==> config.mk <==
export PLATFORM = sky130hd
export DESIGN_NAME = stream_argmax
export DESIGN_NICKNAME = d
export VERILOG_FILES = /design/src/rtl/stream_argmax_pkg.sv /design/src/rtl/stream_argmax_lane_reduce.sv /design/src/rtl/stream_argmax.sv
export SDC_FILE = /design/constraint.sdc
export NUM_CORES = 1
export LEC_CHECK = 0
export ABC_AREA = 1
export CORE_MARGIN = 5
export CORE_UTILIZATION = 53
export CTS_BUF_LIST = sky130_fd_sc_hd__clkbuf_16
export CTS_CLUSTER_DIAMETER = 80
export DETAILED_ROUTE_END_ITERATION = 12
export MAX_ROUTING_LAYER = met4
export PLACE_DENSITY = 0.8
export SYNTH_ARGS = -nofsm -noshare
export SYNTH_HDL_FRONTEND = slang
export SYNTH_SLANG_ARGS = --single-unit
export TNS_END_PERCENT = 30
==> constraint.sdc <==
create_clock -name clk -period 1.94 [get_ports clk]
set_input_delay 0.194 -clock clk [delete_from_list [all_inputs] [get_ports clk]]
set_output_delay 0.194 -clock clk [all_outputs]
set_load 0.01 [all_outputs]
==> src/rtl/stream_argmax_pkg.sv <==
// Shared types and helpers for the stream_argmax classification stage.
// Optional margin output is enabled with macro STREAM_ARGMAX_MARGIN_EN.
package stream_argmax_pkg;

  typedef enum logic {
    ACCUM = 1'b0,
    HOLD  = 1'b1
  } state_t;

  // Comparisons are done on sign-extended values so one helper serves any logit width.
  localparam int CMP_W = 32;

  function automatic logic sgt(input logic signed [CMP_W-1:0] a,
                               input logic signed [CMP_W-1:0] b);
    return a > b;
  endfunction

  function automatic logic signed [CMP_W-1:0] smax(input logic signed [CMP_W-1:0] a,
                                                  input logic signed [CMP_W-1:0] b);
    return (b > a) ? b : a;
  endfunction

  function automatic int beats_per_vec(input int size, input int par);
    return size / par;
  endfunction

  function automatic int clog2_min1(input int n);
    return (n > 1) ? $clog2(n) : 1;
  endfunction

endpackage

==> src/rtl/stream_argmax_lane_reduce.sv <==
// Combinational reduction of one input beat to its max value and lane (lowest lane on ties).
// With STREAM_ARGMAX_MARGIN_EN it also produces the beat runner-up.
module stream_argmax_lane_reduce
  import stream_argmax_pkg::*;
#(
  parameter int DATA_W = 8,
  parameter int LANES  = 1,
  parameter int LANE_W = 1
) (
  input  logic signed [DATA_W-1:0] lanes [LANES],
  output logic signed [DATA_W-1:0] beat_max,
  output logic        [LANE_W-1:0] beat_lane
`ifdef STREAM_ARGMAX_MARGIN_EN
  ,
  output logic signed [DATA_W-1:0] beat_second
`endif
);

`ifdef STREAM_ARGMAX_MARGIN_EN
  localparam logic signed [DATA_W-1:0] MIN_VAL = {1'b1, {(DATA_W-1){1'b0}}};
`endif

  always_comb begin
    beat_max  = lanes[0];
    beat_lane = '0;
`ifdef STREAM_ARGMAX_MARGIN_EN
    beat_second = MIN_VAL;
`endif
    for (int l = 1; l < LANES; l++) begin
      if (sgt(CMP_W'(lanes[l]), CMP_W'(beat_max))) begin
`ifdef STREAM_ARGMAX_MARGIN_EN
        beat_second = beat_max;
`endif
        beat_max  = lanes[l];
        beat_lane = LANE_W'(l);
      end
`ifdef STREAM_ARGMAX_MARGIN_EN
      else begin
        beat_second = DATA_W'(smax(CMP_W'(beat_second), CMP_W'(lanes[l])));
      end
`endif
    end
  end

endmodule

==> src/rtl/stream_argmax.sv <==
// Streaming argmax over a signed logit vector: one handshaked (index, max) result per vector.
// Define STREAM_ARGMAX_MARGIN_EN to add data_out_0_margin (max minus runner-up).
module stream_argmax
  import stream_argmax_pkg::*;
#(
  parameter int DATA_IN_0_PRECISION_0       = 8,
  parameter int DATA_IN_0_PRECISION_1       = 3,
  parameter int DATA_IN_0_TENSOR_SIZE_DIM_0 = 10,
  parameter int DATA_IN_0_PARALLELISM_DIM_0 = 1,
  parameter int INDEX_WIDTH                 = clog2_min1(DATA_IN_0_TENSOR_SIZE_DIM_0)
) (
  input  logic                                    clk,
  input  logic                                    rst,
  input  logic signed [DATA_IN_0_PRECISION_0-1:0] data_in_0 [DATA_IN_0_PARALLELISM_DIM_0],
  input  logic                                    data_in_0_valid,
  output logic                                    data_in_0_ready,
  output logic        [INDEX_WIDTH-1:0]           data_out_0,
  output logic signed [DATA_IN_0_PRECISION_0-1:0] data_out_0_max,
  output logic                                    data_out_0_valid,
  input  logic                                    data_out_0_ready
`ifdef STREAM_ARGMAX_MARGIN_EN
  ,
  output logic        [DATA_IN_0_PRECISION_0:0]   data_out_0_margin
`endif
);

  localparam int W      = DATA_IN_0_PRECISION_0;
  localparam int PAR    = DATA_IN_0_PARALLELISM_DIM_0;
  localparam int B      = beats_per_vec(DATA_IN_0_TENSOR_SIZE_DIM_0, PAR);
  localparam int CNT_W  = clog2_min1(B);
  localparam int LANE_W = clog2_min1(PAR);

  if ((DATA_IN_0_TENSOR_SIZE_DIM_0 % PAR) != 0 ||
      DATA_IN_0_PRECISION_1 > DATA_IN_0_PRECISION_0) begin : g_bad_cfg
    $error("stream_argmax: invalid parameter combination");
  end

  state_t                   state;
  logic [CNT_W-1:0]         beat_cnt;
  logic signed [W-1:0]      run_max;
  logic [INDEX_WIDTH-1:0]   run_idx;

  logic signed [W-1:0]      beat_max;
  logic [LANE_W-1:0]        beat_lane;
  logic [INDEX_WIDTH-1:0]   beat_idx;
  logic signed [W-1:0]      nxt_max;
  logic [INDEX_WIDTH-1:0]   nxt_idx;
  logic                     accept;
  logic                     first_beat;
  logic                     last_beat;
  logic                     beat_wins;

  logic                     vld_p1;
  logic [INDEX_WIDTH-1:0]   idx_p1;
  logic signed [W-1:0]      max_p1;

`ifdef STREAM_ARGMAX_MARGIN_EN
  logic signed [W-1:0]      beat_second;
  logic signed [W-1:0]      run_second;
  logic signed [W-1:0]      nxt_second;
  logic [W:0]               margin_p1;
`endif

  stream_argmax_lane_reduce #(
    .DATA_W (W),
    .LANES  (PAR),
    .LANE_W (LANE_W)
  ) u_lane_reduce (
    .lanes       (data_in_0),
    .beat_max    (beat_max),
    .beat_lane   (beat_lane)
`ifdef STREAM_ARGMAX_MARGIN_EN
    ,
    .beat_second (beat_second)
`endif
  );

  // In HOLD a new beat can only enter when the held result leaves in the same cycle.
  assign data_in_0_ready = (state == ACCUM) || data_out_0_ready;
  assign accept          = data_in_0_valid && data_in_0_ready;
  assign first_beat      = (beat_cnt == '0);
  assign last_beat       = (beat_cnt == CNT_W'(B - 1));
  assign beat_idx        = INDEX_WIDTH'(int'(beat_cnt) * PAR + int'(beat_lane));
  assign beat_wins       = sgt(CMP_W'(beat_max), CMP_W'(run_max));

  always_comb begin
    nxt_max = run_max;
    nxt_idx = run_idx;
    if (first_beat || beat_wins) begin
      nxt_max = beat_max;
      nxt_idx = beat_idx;
    end
  end

`ifdef STREAM_ARGMAX_MARGIN_EN
  always_comb begin
    nxt_second = run_second;
    if (first_beat) begin
      nxt_second = beat_second;
    end else if (beat_wins) begin
      nxt_second = W'(smax(CMP_W'(run_max), CMP_W'(beat_second)));
    end else begin
      nxt_second = W'(smax(CMP_W'(run_second), CMP_W'(beat_max)));
    end
  end
`endif

  // Stage p1: result register, loaded on the edge that accepts the last beat.
  always_ff @(posedge clk) begin
    if (rst) begin
      state    <= ACCUM;
      beat_cnt <= '0;
      run_max  <= '0;
      run_idx  <= '0;
      vld_p1   <= 1'b0;
      idx_p1   <= '0;
      max_p1   <= '0;
`ifdef STREAM_ARGMAX_MARGIN_EN
      run_second <= '0;
      margin_p1  <= '0;
`endif
    end else begin
      if (accept) begin
        run_max  <= nxt_max;
        run_idx  <= nxt_idx;
        beat_cnt <= last_beat ? '0 : beat_cnt + 1'b1;
`ifdef STREAM_ARGMAX_MARGIN_EN
        run_second <= nxt_second;
`endif
      end
      if (accept && last_beat) begin
        state  <= HOLD;
        vld_p1 <= 1'b1;
        idx_p1 <= nxt_idx;
        max_p1 <= nxt_max;
`ifdef STREAM_ARGMAX_MARGIN_EN
        margin_p1 <= (W+1)'(nxt_max) - (W+1)'(nxt_second);
`endif
      end else if (state == HOLD && data_out_0_ready) begin
        state  <= ACCUM;
        vld_p1 <= 1'b0;
      end
    end
  end

  assign data_out_0_valid = vld_p1;
  assign data_out_0       = idx_p1;
  assign data_out_0_max   = max_p1;
`ifdef STREAM_ARGMAX_MARGIN_EN
  assign data_out_0_margin = margin_p1;
`endif

endmodule
==> results of run 1 <==
-- synth_stat cells (2+ instances only) --
cell / number / share of area
sky130_fd_sc_hd__nand2_1: 79 / 0.18
sky130_fd_sc_hd__dfxtp_1: 29 / 0.35
sky130_fd_sc_hd__inv_1: 26 / 0.059
sky130_fd_sc_hd__nand3_1: 14 / 0.042
sky130_fd_sc_hd__nor2_1: 14 / 0.032
sky130_fd_sc_hd__nand3_2: 11 / 0.067
sky130_fd_sc_hd__a21oi_1: 10 / 0.030
sky130_fd_sc_hd__ha_1: 8 / 0.060
sky130_fd_sc_hd__inv_2: 4 / 0.0091
sky130_fd_sc_hd__nand2_4: 4 / 0.027
sky130_fd_sc_hd__clkbuf_1: 3 / 0.0068
sky130_fd_sc_hd__nand4_1: 3 / 0.011
sky130_fd_sc_hd__o21ai_0: 3 / 0.0091
sky130_fd_sc_hd__buf_2: 2 / 0.0060
sky130_fd_sc_hd__nand2_2: 2 / 0.0076
sky130_fd_sc_hd__nand3_4: 2 / 0.021
sky130_fd_sc_hd__nor2_2: 2 / 0.0076
sky130_fd_sc_hd__nor3_1: 2 / 0.0060
-- cell families after synthesis --
kind of cell,count (synthesis),synth area share
flip-flops,29,0.3507
AO/OA/AOI/OAI,15,0.04838
AND/OR/NAND/NOR,136,0.4248
adder cells (fa/ha/maj),8,0.06047
buffers and inverters,40,0.1104
XOR/XNOR,1,0.005292
-- stage by stage --
step	setup TNS, ns	hold WS, ns	cells
5_1_grt	-0.004723	0.3978	311
4_1_cts	0	0.4543	311
6_report	0	0.3287	311
3_5_place_dp	-2.907	0.4424	303
2_1_floorplan	0	0.3968	229
3_3_place_gp	-2.103	0.4360	303
-- worst reg2reg max path, delay by kind of cell, from the launching register on --
kind	cells	cell delay, ns
DFF	1	0.35
buffers and inverters	3	0.29
adders and majority gates	1	0.22
AOI/OAI and AO/OA	1	0.12
and+or+nand+nor	8	0.72
-- sequential cells by signal (all words and copies together) (netlist names) --
register / count
data_out_0_valid: 1
run_idx: 4
run_max: 8
data_out_0: 4
beat_cnt: 4
data_out_0_max: 8
-- power groups by stage --
stage / Clock (mW) / Combinational [mW] / Sequential, mW
5_1_grt: 0.760 / 0.409 / 0.641
2_1_floorplan: 0 / 0.235 / 0.646
4_1_cts: 0.722 / 0.344 / 0.637
3_3_place_gp: 0 / 0.334 / 0.648
6_report: 0.711 / 0.368 / 0.639
3_5_place_dp: 0 / 0.339 / 0.649
-- cell type report --
cell class,instances,area [um^2]
inverter,32,122.6
clock inverter,3,12.51
fill,241,814.5
multi-input combinational,160,947.2
clock buffer,5,125.1
timing repair buffer,38,365.4
sequential,29,585.6
tap,44,55.05
-- metal layers --
layer  vias up  part of all wire
met2        31              0.49
met4         0             0.022
met5         -                 0
li1        790                 -
met3         8             0.050
met1       703              0.43
-- worst max path at each step --
stage	startpoint	endpoint	slack, ns	cells after the start
floorplan	run_max[5]$_SDFFE_PP0P_	run_max[1]$_SDFFE_PP0P_	0.29	13
global placement	data_in_0[5]	data_out_0[0]$_SDFFE_PP0P_	-0.11	12
finish	data_in_0[7]	run_max[5]$_SDFFE_PP0P_	0.12	13
global route	run_max[5]$_SDFFE_PP0P_	run_max[4]$_SDFFE_PP0P_	-0.004	13
CTS	run_max[5]$_SDFFE_PP0P_	run_max[4]$_SDFFE_PP0P_	0.11	13
detailed placement	data_in_0[5]	run_idx[0]$_SDFFE_PP0P_	-0.14	12
==> out/qor.csv, run 1 <==
stage,metric,value,unit
worst_setup_path,R2R Path End,run_max[5]$_SDFFE_PP0P_,
worst_setup_path,required time of the critical path,2.11,ns
clock_tree,Resized cells post-CTS,0,
drt,post-detailed-route count of antenna-violating nets,0,
logic_synthesis,synthesis warning total,0,
floorplanning,Die ar.,0.004341,mm^2
cells_and_area,diodes inserted,0,
worst_setup_path,startpoint type of the worst setup path,primary input,
logic_synthesis,syn nets,249,
floorplanning,number of top-level design ports,26,
drt,Pre-antenna DRT Iters,4,
power,Seq pwr share,0.372,
grt,met2 usage in global routing,0.3517,
logic_synthesis,Yosys reg bits,29,
cells_and_area,Area Growth Syn to Fin,33.71,%
hold_path,cell depth of the worst hold path,5,
flow_run,total of max-cap violations,0,
hold_path,Hold Path End,data_out_0_max[5]$_SDFFE_PP0P_,
worst_setup_path,cell breakdown of the critical path,clkdlybuf4s50_1 -> ha_4 -> nand2_2 -> nor2_1 -> nor2_2 -> nand2_2 -> nand2_4 -> nand3_4 -> buf_12 -> nand3_2 -> nand3_1 -> nand2_1 -> inv_1,
place,worst slack at placement,-0.1419,ns
floorplanning,Starting Density,0.5467,
worst_setup_path,startpoint-to-endpoint class of the critical path,primary input to flip-flop,
floorplanning,Die X-Extent,65.89,um
place,RePlAce Congestion,0.8342,
hold_path,worst min-delay path category,primary input to flip-flop,
power,Comb power frac,0.214,
timing,final hold violations,0,
worst_setup_path,logic depth of the worst register-to-register path,13,
worst_setup_path,data arrival at the endpoint of the critical path,1.99,ns
power,design internal power,1.244,mW
clock_tree,TritonCTS Sinks,29,
power,switching portion of total power,0.2761,
logic_synthesis,async set-or-reset flop fraction in the synthesized netlist,0,
logic_synthesis,register area share after synthesis,0.3507,
worst_setup_path,maximum single-stage delay on the critical path,0.54,ns
place,Area after DPL,0.002011,mm^2
timing,maximum operating frequency,550.0,MHz
grt,met1 layer usage reported by global route,0.2131,
power,IR Drop Worst-Case VDD,0.0005211,V
cells_and_area,"commonest non-fill, non-tap cell in the layout",sky130_fd_sc_hd__nand2_1,
drt,Avg Vias per Cell,4.926,
worst_setup_path,startpoint of the most critical register-to-register path,run_max[5]$_SDFFE_PP0P_,
power,Net Switching,0.4743,mW
run_status,outcome,"finished, final reports clean",
place,count of buffers inserted at the top-level ports,25,
clock_tree,CTS H-tree depth,2,
grt,first-pass GRT wire length,6417,um
worst_setup_path,sum of buffers and inverters on the critical path,3,
clock_tree,CTS max path bufs,2,
place,HPWL after detailed placement,2489,um
clock_tree,CTS tree,yes,
timing,slew margin rel.,0.6256,
grt,GRT Residual Overflow,0,
cells_and_area,fraction of final layout cells with drive strength greater than 1,0.2247,
worst_setup_path,slowest stage cell on the critical path,sky130_fd_sc_hd__clkdlybuf4s50_1,
grt,maximum number of pins on one net before global-route repair,18,
worst_setup_path,flop2flop setup slack,0.14,ns
drt,Detailed Route Iter0 Violations,65,
drt,DRC viols,0,
logic_synthesis,average instance area after synthesis,7.229,um^2
logic_synthesis,top flip-flop cell by instance count after synthesis,sky130_fd_sc_hd__dfxtp_1,
drt,Routed wire per std cell,11.70,um
cells_and_area,final design instance area without fill,0.002213,mm^2
logic_synthesis,post-synth design cell area,0.001655,mm^2
worst_setup_path,cell mode on critical path,sky130_fd_sc_hd__nand2_2,
clock_tree,TritonCTS buffer count,5,
cells_and_area,utilization of the core after routing,0.7310,
cells_and_area,"commonest cells after routing, fill and taps aside","sky130_fd_sc_hd__nand2_1, sky130_fd_sc_hd__inv_1, sky130_fd_sc_hd__dfxtp_1",
power,PD cells,776.3,mW/mm^2
clock_tree,buffer cell driving the clock tree root,sky130_fd_sc_hd__clkbuf_16,
grt,vias in the first global route,1548,
cells_and_area,net count of the finished layout,286,
logic_synthesis,number of enable-type register cells in the synthesized netlist,0,
timing,clock period minus worst slack,1.818,ns
logic_synthesis,count of unique library cells instantiated by Yosys,29,
hold_path,startpoint of the worst hold path,data_in_0[5],
floorplanning,overall die height,65.89,um
logic_synthesis,post-synthesis cell count,229,
timing,final worst setup slack,0.1218,ns
worst_setup_path,kind of cell adding the most delay to the critical path,simple AND/OR/NAND/NOR gates,
worst_setup_path,Crit. End Element,flip-flop,
worst_setup_path,CP Max Fanout,6,
clock_tree,number of hold buffers added after CTS,0,
grt,most heavily used metal layer in global routing,met2,
timing,number of setup violations in the final report,0,
drt,via count of the routed design,1532,
floorplanning,Placeable Area,0.003028,mm^2
power,clock share of power,0.414,
grt,global-route usage over all layers,0.1974,
clock_tree,Post CTS Setup Buffer Count,0,
timing,portion of the clock cycle consumed by the worst path in the final layout,0.9372,
clock_tree,clock transition at the registers of the reported paths,0.05,ns
floorplanning,total number of placement rows,20,
clock_tree,latest clock arrival within the worst-skew pair,0.27,ns
power,"Power, Total",1.718,mW
timing,measured slew at the worst slew-check pin,0.5609,ns
power,static leakage,1.091,nW
timing,Max Slew Vio Count,0,
drt,total wire length after detailed routing,3639,um
grt,met3 usage,0.05102,
timing,Clock Skews,0.005741,ns
grt,number of antenna violations at the first check in global routing,0,
No activity file was read; power rests on OpenSTA's default activity.
==> run 2: changes to the inputs <==
--- a/config.mk
+++ b/config.mk
@@ -13,6 +13,7 @@
 export DETAILED_ROUTE_END_ITERATION = 12
 export MAX_ROUTING_LAYER = met4
 export PLACE_DENSITY = 0.8
+export SKIP_CTS_REPAIR_TIMING = 1
 export SYNTH_ARGS = -nofsm -noshare
 export SYNTH_HDL_FRONTEND = slang
 export SYNTH_SLANG_ARGS = --single-unit
==> results of run 2 <==
No change in the layout: final DEF, timing and power equal those of run 1.
